==> src/rtl/dmem_arbiter.sv <==
// dmem_arbiter
// Shares the single data-memory port between the CPU MEM stage and a DMA/debug
// requester. Each access holds the port for WAIT_CYC+1 access cycles and then
// one completion cycle. The CPU pipeline is frozen while its request is
// outstanding. DMA is served after at most MAX_CPU_RUN back-to-back CPU grants.
module dmem_arbiter #(
  parameter int WAIT_CYC    = 1,
  parameter int MAX_CPU_RUN = 4,
  parameter int AW          = 32,
  parameter int DW          = 32
) (
  input  logic          CLK,
  input  logic          RST,
  input  logic          DREQ_M,
  input  logic          DRW_M,
  input  logic [AW-1:0] ADDR_M,
  input  logic [DW-1:0] DI_M,
  output logic          STALL_M,
  output logic [DW-1:0] RDATA_M,
  input  logic          DMA_REQ,
  input  logic          DMA_RW,
  input  logic [AW-1:0] DMA_ADDR,
  input  logic [DW-1:0] DMA_WDATA,
  output logic          DMA_ACK,
  output logic [DW-1:0] DMA_RDATA,
  output logic          MEM_CSN,
  output logic          MEM_WEN,
  output logic [AW-1:0] MEM_ADDR,
  output logic [DW-1:0] MEM_DI,
  input  logic [DW-1:0] MEM_DO
);

  typedef enum logic [2:0] {
    IDLE,
    CPU_ACC,
    CPU_DONE,
    DMA_ACC,
    DMA_DONE
  } state_t;

  // Both counters fit in 4 bits because both parameters are limited to 0..15.
  localparam logic [3:0] WAIT_LAST = 4'(WAIT_CYC);
  localparam logic [3:0] RUN_MAX   = 4'(MAX_CPU_RUN);

  state_t        r_state;
  logic [3:0]    r_wait;
  logic [3:0]    r_run;
  logic          r_we;

  logic          w_cpu_req;
  logic          w_grant_cpu;
  logic          w_grant_dma;
  logic          w_g_we;
  logic [AW-1:0] w_g_addr;
  logic [DW-1:0] w_g_data;

  assign w_cpu_req = ~DREQ_M;

  // Arbitration in IDLE: a starved DMA first, then the CPU, then any DMA.
  always_comb begin
    // NOTE: every signal written here gets a default first, so no path can infer a latch.
    w_grant_cpu = 1'b0;
    w_grant_dma = 1'b0;
    if (r_state == IDLE) begin
      if (DMA_REQ && (r_run == RUN_MAX)) begin
        w_grant_dma = 1'b1;
      end else if (w_cpu_req) begin
        w_grant_cpu = 1'b1;
      end else if (DMA_REQ) begin
        w_grant_dma = 1'b1;
      end
    end
  end

  // The winner's request is selected here and captured at the grant edge.
  assign w_g_we   = w_grant_dma ? DMA_RW    : DRW_M;
  assign w_g_addr = w_grant_dma ? DMA_ADDR  : ADDR_M;
  assign w_g_data = w_grant_dma ? DMA_WDATA : DI_M;

  // Pipeline freeze: a CPU request is pending and it is not in its own completion cycle.
  always_comb begin
    STALL_M = 1'b0;
    if (!RST && w_cpu_req && (r_state != CPU_DONE)) begin
      STALL_M = 1'b1;
    end
  end

  // Access sequencer: grant, wait-state count, read-data capture, completion.
  always_ff @(posedge CLK) begin
    // NOTE: sequential state uses non-blocking assignments so every register samples pre-edge values.
    if (RST) begin
      r_state   <= IDLE;
      r_wait    <= '0;
      r_run     <= '0;
      r_we      <= 1'b0;
      MEM_CSN   <= 1'b1;
      MEM_WEN   <= 1'b1;
      MEM_ADDR  <= '0;
      MEM_DI    <= '0;
      RDATA_M   <= '0;
      DMA_RDATA <= '0;
      DMA_ACK   <= 1'b0;
    end else begin
      DMA_ACK <= 1'b0;
      case (r_state)
        IDLE: begin
          if (w_grant_cpu || w_grant_dma) begin
            r_state  <= w_grant_dma ? DMA_ACC : CPU_ACC;
            r_wait   <= '0;
            r_we     <= w_g_we;
            MEM_ADDR <= w_g_addr;
            MEM_DI   <= w_g_data;
            MEM_CSN  <= 1'b0;
            MEM_WEN  <= ~w_g_we;
            // The run only grows while DMA is actually waiting behind the CPU.
            if (w_grant_dma || !DMA_REQ) begin
              r_run <= '0;
            end else if (r_run != RUN_MAX) begin
              r_run <= r_run + 4'd1;
            end
          end
        end
        CPU_ACC, DMA_ACC: begin
          r_wait <= r_wait + 4'd1;
          if (r_wait == WAIT_LAST) begin
            MEM_CSN <= 1'b1;
            MEM_WEN <= 1'b1;
            if (r_state == CPU_ACC) begin
              r_state <= CPU_DONE;
              if (!r_we) begin
                RDATA_M <= MEM_DO;
              end
            end else begin
              r_state <= DMA_DONE;
              DMA_ACK <= 1'b1;
              if (!r_we) begin
                DMA_RDATA <= MEM_DO;
              end
            end
          end
        end
        CPU_DONE, DMA_DONE: begin
          r_state <= IDLE;
        end
        default: begin
          r_state <= IDLE;
        end
      endcase
    end
  end

endmodule

==> config.mk <==
export PLATFORM = sky130hd
export DESIGN_NAME = dmem_arbiter
export DESIGN_NICKNAME = d
export VERILOG_FILES = /design/src/rtl/dmem_arbiter.sv
export SDC_FILE = /design/constraint.sdc
export NUM_CORES = 1
export LEC_CHECK = 0
export BUFFER_PORTS_ARGS = -buffer_cell sky130_fd_sc_hd__buf_2
export CORE_ASPECT_RATIO = 1.25
export CORE_UTILIZATION = 41
export DETAILED_ROUTE_END_ITERATION = 10
export GPL_TIMING_DRIVEN = 0
export PLACE_DENSITY = 0.77
export SLEW_MARGIN = 15
export SYNTH_ARGS = -nofsm -noshare
export SYNTH_HDL_FRONTEND = slang
export SYNTH_SLANG_ARGS = --single-unit
==> constraint.sdc <==
create_clock -name CLK -period 1.73 [get_ports CLK]
set_input_delay 0.0865 -clock CLK [delete_from_list [all_inputs] [get_ports CLK]]
set_output_delay 0.0865 -clock CLK [all_outputs]
set_load 0.05 [all_outputs]
## After elaboration in Yosys (flattened, before gate mapping)

Index checks and enable logic that the tools add are counted.

| word-level totals | value |
|---|---|
| flip-flop bits (word level) | 143 |
| input port bits | 166 |
| logic and storage cells | 72 |

| cells by class | value |
|---|---|
| $add $sub $neg | 2 |
| eq/ne operators | 8 |
| muxes and demuxes | 26 |
| bitwise logic cells | 6 |
| reductions and logical operators | 19 |

Operators by type and width:

| operator | count |
|---|---|
| $mux W32 | 2 |
| $mux W1 | 13 |
| $mux W4 | 3 |
| $mux W3 | 3 |
| $add A4 B1 Y4 const B | 2 |
| $pmux W4 S2 | 1 |
| $reduce_and A4 Y1 | 2 |
| $not A1 Y1 | 6 |
| $pmux W3 S2 | 1 |
| $reduce_and A2 Y1 | 3 |
| $reduce_and A3 Y1 | 2 |
| $eq A4 B1 Y1 const B | 1 |
| $eq A4 B3 Y1 const B | 1 |
| $ne A4 B3 Y1 const B | 1 |
| $pmux W1 S2 | 2 |
| $reduce_bool A2 Y1 | 2 |
| $eq A3 B1 Y1 const B | 1 |
| $eq A3 B2 Y1 const B | 1 |
| $logic_and A1 B1 Y1 | 3 |
| $logic_not A3 Y1 | 1 |
| $ne A3 B2 Y1 const B | 1 |
| $reduce_or A3 Y1 | 1 |
| $logic_not A1 Y1 | 2 |
| $logic_or A1 B1 Y1 | 2 |
| 4 further kinds | 4 |

## Depth between registers and ports, before layout

Gate-level depths: netlist of run 1.

| depth | value |
|---|---|
| depth in word-level cells | 8 |
| gate-level depth with buffers | 8 |
| depth with buffers taken out | 6 |

## Worst setup path after synthesis of run 1

No wires, ideal clock.

| path | value |
|---|---|
| kind | flip-flop to flip-flop |
| from | register r_wait[0] |
| to | register DMA_RDATA[2] |
| setup time | 132 ps |
| arrival | 1,746 ps |
| path slack | -148 ps |
| stages on the path, launching flop included | 8 |
| cells stage by stage | dfxtp_1 -> ha_1 -> or3b_1 -> or4_1 -> clkbuf_1 -> buf_2 -> nand2_1 -> a21oi_1 |

| between the ends | value |
|---|---|
| longest elaborated chain between the ends | 2 |

Ends and longest elaborated chain:

| element | line | text |
|---|---|---|
| start: declaration | 46 | `logic [3:0] r_wait;` |
| start signal: assignment | 124 | `r_wait <= r_wait + 4'd1;` |
| $eq A4 B1 Y1 | 125 | `if (r_wait == WAIT_LAST) begin` |
| $reduce_and A4 Y1 (no source line) | n/a |  |
| end signal: assignment | 101 | `DMA_RDATA <= '0;` |
| end signal: assignment | 137 | `DMA_RDATA <= MEM_DO;` |
| end: declaration | 25 | `output logic [DW-1:0] DMA_RDATA,` |

No other way between the ends.
A chain may end at the register's enable or synchronous reset.

## Worst setup path in the final report of run 1

| path | value |
|---|---|
| from | register r_state[2] |
| to | register MEM_ADDR[5] |

| between the ends | value |
|---|---|
| longest elaborated chain between the ends | 4 |
| elaborated cells between the ends (all ways) | 6 |
| those cells by class | mux: 3; reduce/logical: 3 |

Ends and longest elaborated chain:

| element | line | text |
|---|---|---|
| start: declaration | 45 | `state_t r_state;` |
| start signal: assignment | 108 | `r_state <= w_grant_dma ? DMA_ACC : CPU_ACC;` |
| $logic_not A3 Y1 (*) | 64, 105 |  |
| $mux W1 | 64 | `if (r_state == IDLE) begin` |
| $logic_or A1 B1 Y1 | 107 | `if (w_grant_cpu \|\| w_grant_dma) begin` |
| $reduce_and A2 Y1 (no source line) | n/a |  |
| end signal: assignment | 111 | `MEM_ADDR <= w_g_addr;` |
| end: declaration | 28 | `output logic [AW-1:0] MEM_ADDR,` |

Every way passes the cells marked *; elsewhere a longest branch is shown, timed or not.

==> impl_metrics.toml, run 1 <==
[status]
status = "finished, violations left"
failed_checks = "negative setup slack"

[timing]
maxSlewHeadroom = 0.5653
rsz0062_at_grt = "true"
skew_ns = 0.01872
fin_crit_sh = 1.275
slew_viol_final = 0
fmax_mhz = 453.3
finalHoldViolCount = 0
setup_viol = 99
worst_slew_pin_slew_ns = 0.6520
finalCriticalPeriod_ns = 2.206
fin_ws_ns = -0.4762

[routing]
drt-initial-drc-count = 570
dr.pass1.iters = 5
drtAntennaViolNets = 0
wl_um = 27540
vias_per_cell = 5.491
wl_per_cell_um = 20.66
drc = 0
vias = 7319

[global_route]
grt_pass1_wl_um = 37580
grt_pass1_vias = 7337
antenna_found_initial = 0
overflow = 0
grt_usage = 0.3439
grt_start_max_net_pins = 17

[layout]
drive_gt1_frac = 0.4105
seqCellArea_um2 = 2880
mostFrequentLayoutCells = "buf_2, nand2_1, dlygate4sd3_1, dfxtp_1, o21ai_1"
n_fill_cell = 791
syn2layout_area_growth_pct = 87.62
multi_input_area_um2 = 2942
antennaDiodeCount = 0
finalNetCount = 1320
layout_commonest_cell = "buf_2"
utilization = 0.7890

[yosys]
synth_edf_count = 0
ys.flop_type = "dfxtp_1"
synth_cells = 650
synthTopCellsByArea = "dfxtp_1, nand2_1, mux2i_1"
synth_seq_area_share = 0.5122
synthArstFlopShare = 0
synth_top_area_cell = "dfxtp_1"
synth-warning-count = 0
synthesis.area_um2 = 5589
syn_nets = 820
synth_seq_cells = 143
synth_area_per_cell_um2 = 8.599
yosys.area.top_type_share = 0.5122
synth_cell_types = 38

[setup_path]
critPathCaptureType = "flop"
arrival_ns = 2.48
worstPathMaxFanout = 6
reg2reg_from = "r_state[2]"
cp-start-kind = "flop"
cp.required_ns = 2.00
crit_start = "r_state[2]"
path_class = "flop to flop"

[pwr]
power.share.clock = 0.399
power_frac_comb = 0.252
p_seq_frac = 0.349
swShare = 0.3145
power.leakage_nw = 4.868
peakVddDrop_uv = 730.0
power.density_nw_per_um2 = 1008
power.internal_w = 0.007247
total_switching_power_w = 0.003324

[die]
dieArea_um2 = 14110
core_um2 = 13290
row_count = 47
initial_utilization = 0.4205
die_w_um = 106.4
fp.dieH_um = 132.5
io_pins = 298

[clocking]
cts.path.max_buffers = 2
cts_sinks = 143
clk_latency_ns = 0.42
htreeDepth = 4
cts_tree = "done"
numCtsBuffers = 17
cts-root-buf = "clkbuf_16"
clkTransAtPathRegs_ns = 0.07

[place]
io_buffers = 296
place_hpwl_um = 13030
place_ws_ns = -0.4067
gp_congestion = 0.8379

[hold_path]
hold_path_class = "input pin to flop"
hold_start = "ADDR_M[22]"

[flow_run]
maxCapViolCount = 0
## metal layers
metal / vias to the layer above / wire length [um] / track usage
met4: 0 / 2101 / 0.2207
met3: 194 / 2909 / 0.08325
li1: 3201 / - / -
met5: - / 0 / 0
met2: 651 / 13160 / 0.6003
met1: 3273 / 9364 / 0.3676
## stage by stage
step | hold WS (ns) | area, um2 | cells | power, W | setup TNS, ns
3_5_place_dp | 0.3438 | 7333 | 1117 | 0.005645 | -29.40
4_1_cts | 0.001152 | 10170 | 1332 | 0.01024 | -10.56
6_report | 0.0001577 | 10490 | 1333 | 0.01057 | -13.23
2_1_floorplan | 0.2225 | 5638 | 650 | 0.005024 | -2.386
3_3_place_gp | 0.3399 | 7333 | 1117 | 0.005616 | -27.53
5_1_grt | 0.01695 | 10490 | 1333 | 0.01083 | -16.69
## state kept, by name, summed over array words and instances (netlist names)
name       cells
DMA_RDATA     32
r_wait         4
MEM_CSN        1
RDATA_M       32
r_state        3
DMA_ACK        1
MEM_ADDR      32
MEM_DI        32
MEM_WEN        1
r_we           1
r_run          4
## cell families (layout without fill, tap and decap cells)
| kind of cell | count (synthesis) | after routing | synth area share |
|---|---|---|---|
| and+or+nand+nor | 236 | 236 | 0.1746 |
| AOI/OAI and AO/OA | 150 | 150 | 0.1417 |
| DFF | 143 | 143 | 0.5122 |
| muxes | 66 | 66 | 0.1182 |
| buffers and inverters | 50 | 562 | 0.04276 |
| adders and majority gates | 4 | 4 | 0.008955 |
| xor gates and xnor gates | 1 | 1 | 0.001567 |
## layout make-up
class	instances	area share
plain buffers	43	0.03257
clock buffers	19	0.04224
clock inverters	12	0.02207
inverters	4	0.001432
multi-input cells	457	0.2805
flip-flops and latches	143	0.2747
well taps	171	0.02040
repair buffers	484	0.3261
## critical path, stage by stage (launching register included)
cell and delay, ns:
dfxtp_4 0.36, or4b_4 0.55, o21bai_4 0.24, buf_12 0.17
buf_12 0.14, mux2i_2 0.39, o21ai_1 0.19
## power groups by stage
stage / registers, W / clock network [W] / logic [W]
after floorplan: 0.00445 / 0 / 0.000577
final: 0.00369 / 0.00421 / 0.00266
after detailed placement: 0.00372 / 0 / 0.00193
after global routing: 0.00370 / 0.00438 / 0.00275
after global placement: 0.00370 / 0 / 0.00191
after CTS: 0.00365 / 0.00422 / 0.00238
## final timing paths
path / end / slack (ns) / cells past startpoint
max: MEM_ADDR[5] / -0.48 / 6
min: MEM_ADDR[22] / 0.0002 / 3
max reg2reg: MEM_ADDR[5] / -0.48 / 6
min reg2reg: MEM_ADDR[28] / 0.44 / 2
## synthesized netlist by cell type (2+ instances only)
cell,instances
a21oi_1,74
and3_1,2
buf_2,17
buf_6,4
clkbuf_1,25
dfxtp_1,143
ha_1,4
inv_1,4
mux2i_1,66
nand2_1,201
nand2b_1,2
nand3_1,2
nor2_1,9
nor2b_1,2
nor3b_1,2
nor4_1,4
o21ai_0,4
o21ai_1,65
## timing repair
| item | CTS | global route |
|---|---|---|
| hold buffers | 160 | 1 |
| endpoints found under the setup margin | 134 | 129 |
| buffers inserted | 17 | 6 |
| gates resized for setup | 83 | 94 |
| pin swaps | 47 | 20 |
| cloned | 7 | 0 |
| endpoints found under the hold margin | 130 | 1 |
Note: power is estimated with default switching activity, not from simulation.
==> run 2, diff against run 1 <==
Settings changed: CORE_MARGIN set to 2.
==> run 2 against run 1 <==
Effect of this change: final area grew 1.4%; maximum frequency grew 5.4%; via count grew 1.5%; the flow still finishes with violations (negative setup slack); highest routed layer unchanged; clock power grew 2%; register-to-register slack gained 0.11 ns; sequential power is essentially flat; flip-flop and latch count is the same; critical path depth is the same.
==> impl_metrics.toml, run 2 (same netlist as run 1, synthesis figures left out) <==
[status]
status = "finished, violations left"
failed_checks = "negative setup slack"

[pwr]
power.internal_w = 0.007305
swShare = 0.3181
power.leakage_nw = 4.872
peakVddDrop_uv = 990.9
power.density_nw_per_um2 = 1007
power_frac_comb = 0.255
total_power_w = 0.01071
power.share.clock = 0.399
total_switching_power_w = 0.003407
p_seq_frac = 0.345

[place]
gp_congestion = 0.8168
place_hpwl_um = 13030
io_buffers = 296

[setup_path]
arrival_ns = 2.39
critPathCaptureType = "flop"
cp-start-kind = "flop"
path_class = "flop to flop"
cp.required_ns = 2.03
ff2ff_setup_slack_ns = -0.36
worstPathMaxFanout = 5

[global_route]
grt_usage = 0.3277
overflow = 0
antenna_found_initial = 0
grt_pass1_wl_um = 36980
grt_start_max_net_pins = 17
grt_pass1_vias = 7110

[routing]
drt-initial-drc-count = 624
drtAntennaViolNets = 0
drc = 0
wl_um = 28180
vias_per_cell = 5.553
dr.pass1.iters = 5
wl_per_cell_um = 21.06
vias = 7430

[clocking]
cts_tree = "done"
cts.path.max_buffers = 2
cts_sinks = 143
clkTransAtPathRegs_ns = 0.08
htreeDepth = 4
cts-root-buf = "clkbuf_16"
numCtsBuffers = 17
clk_latency_ns = 0.42

[flow_run]
maxCapViolCount = 0

[hold_path]
hold_path_class = "input pin to flop"

[layout]
finalNetCount = 1324
syn2layout_area_growth_pct = 90.28
drive_gt1_frac = 0.4142
layout_commonest_cell = "buf_2"
n_fill_cell = 752
mostFrequentLayoutCells = "buf_2, nand2_1, dlygate4sd3_1, dfxtp_1, o21ai_1"

[die]
initial_utilization = 0.4205
die_w_um = 108.4
row_count = 47
dieArea_um2 = 14590
core_um2 = 13290
fp.dieH_um = 134.5
io_pins = 298

[timing]
finalHoldViolCount = 0
fin_hold_ws_ns = 0.07419
finalCriticalPeriod_ns = 2.093
skew_ns = 0.02059
worst_slew_pin_slew_ns = 0.6833
rsz0062_at_grt = "true"
maxSlewHeadroom = 0.5444
fmax_mhz = 477.7
slew_viol_final = 0
fin_crit_sh = 1.210
fin_ws_ns = -0.3635
setup_viol = 103
run 2: power groups by stage:
stage                     clock (W)  combinational [W]  sequential (W)
final                       0.00428            0.00273         0.00370
after global routing        0.00439            0.00281         0.00371
after CTS                   0.00422            0.00237         0.00365
after detailed placement          0            0.00192         0.00372
after global placement            0            0.00191         0.00371
after floorplan                   0           0.000577         0.00445
run 2: metal layers:
metal,part of all wire,vias up,GRT usage
met5,0,-,0
met4,0.083,0,0.1873
met3,0.10,213,0.08205
met2,0.49,641,0.5708
met1,0.33,3364,0.3574
li1,-,3212,-
run 2: worst paths after layout:
kind	from	cells after the start	to
worst max-delay path	r_state[0]	6	MEM_ADDR[11]
worst min register to register	MEM_ADDR[30]	2	MEM_ADDR[30]
worst min-delay path	DMA_REQ	3	r_run[2]
worst max register to register	r_state[0]	6	MEM_ADDR[11]
run 2: through the flow:
stage	instances	cell area (um2)	TNS, ns	worst slack (ns)	utilization
finish	1338	10640	-15.65	-0.3635	0.8002
global route	1337	10630	-22.79	-0.3761	0.8000
CTS	1329	10050	-7.708	-0.1470	0.7560
detailed placement	1117	7333	-26.54	-0.3386	0.5518
global placement	1117	7333	-23.61	-0.3144	0.5518
floorplan	650	5638	-2.386	-0.07961	-
run 2: critical path: stages, from the launching register on:
cell	delay, ns
dfxtp_4	0.36
or4b_4	0.57
o21bai_4	0.26
clkbuf_16	0.19
clkbuf_16	0.16
mux2i_1	0.13
o21ai_1	0.31
run 2: layout make-up:
class / count / area, um2 / area share
plain buffers: 43 / 330.3 / 0.03106
repair buffers: 488 / 3500 / 0.3291
inverters: 4 / 15.01 / 0.001412
clock inverters: 12 / 232.7 / 0.02188
diodes: 1 / 2.502 / 0.0002353
clock buffers: 19 / 442.9 / 0.04165
multi-input cells: 457 / 3019 / 0.2839
well taps: 171 / 214.0 / 0.02012
flip-flops and latches: 143 / 2879 / 0.2707
run 2: what timing repair did:
item	in CTS	in global routing
pin swaps	5	46
gates resized for setup	58	128
endpoints found under the hold margin	131	0
endpoints found under the setup margin	128	129
buffers inserted	15	8
gates cloned	4	3
hold buffers	162	0
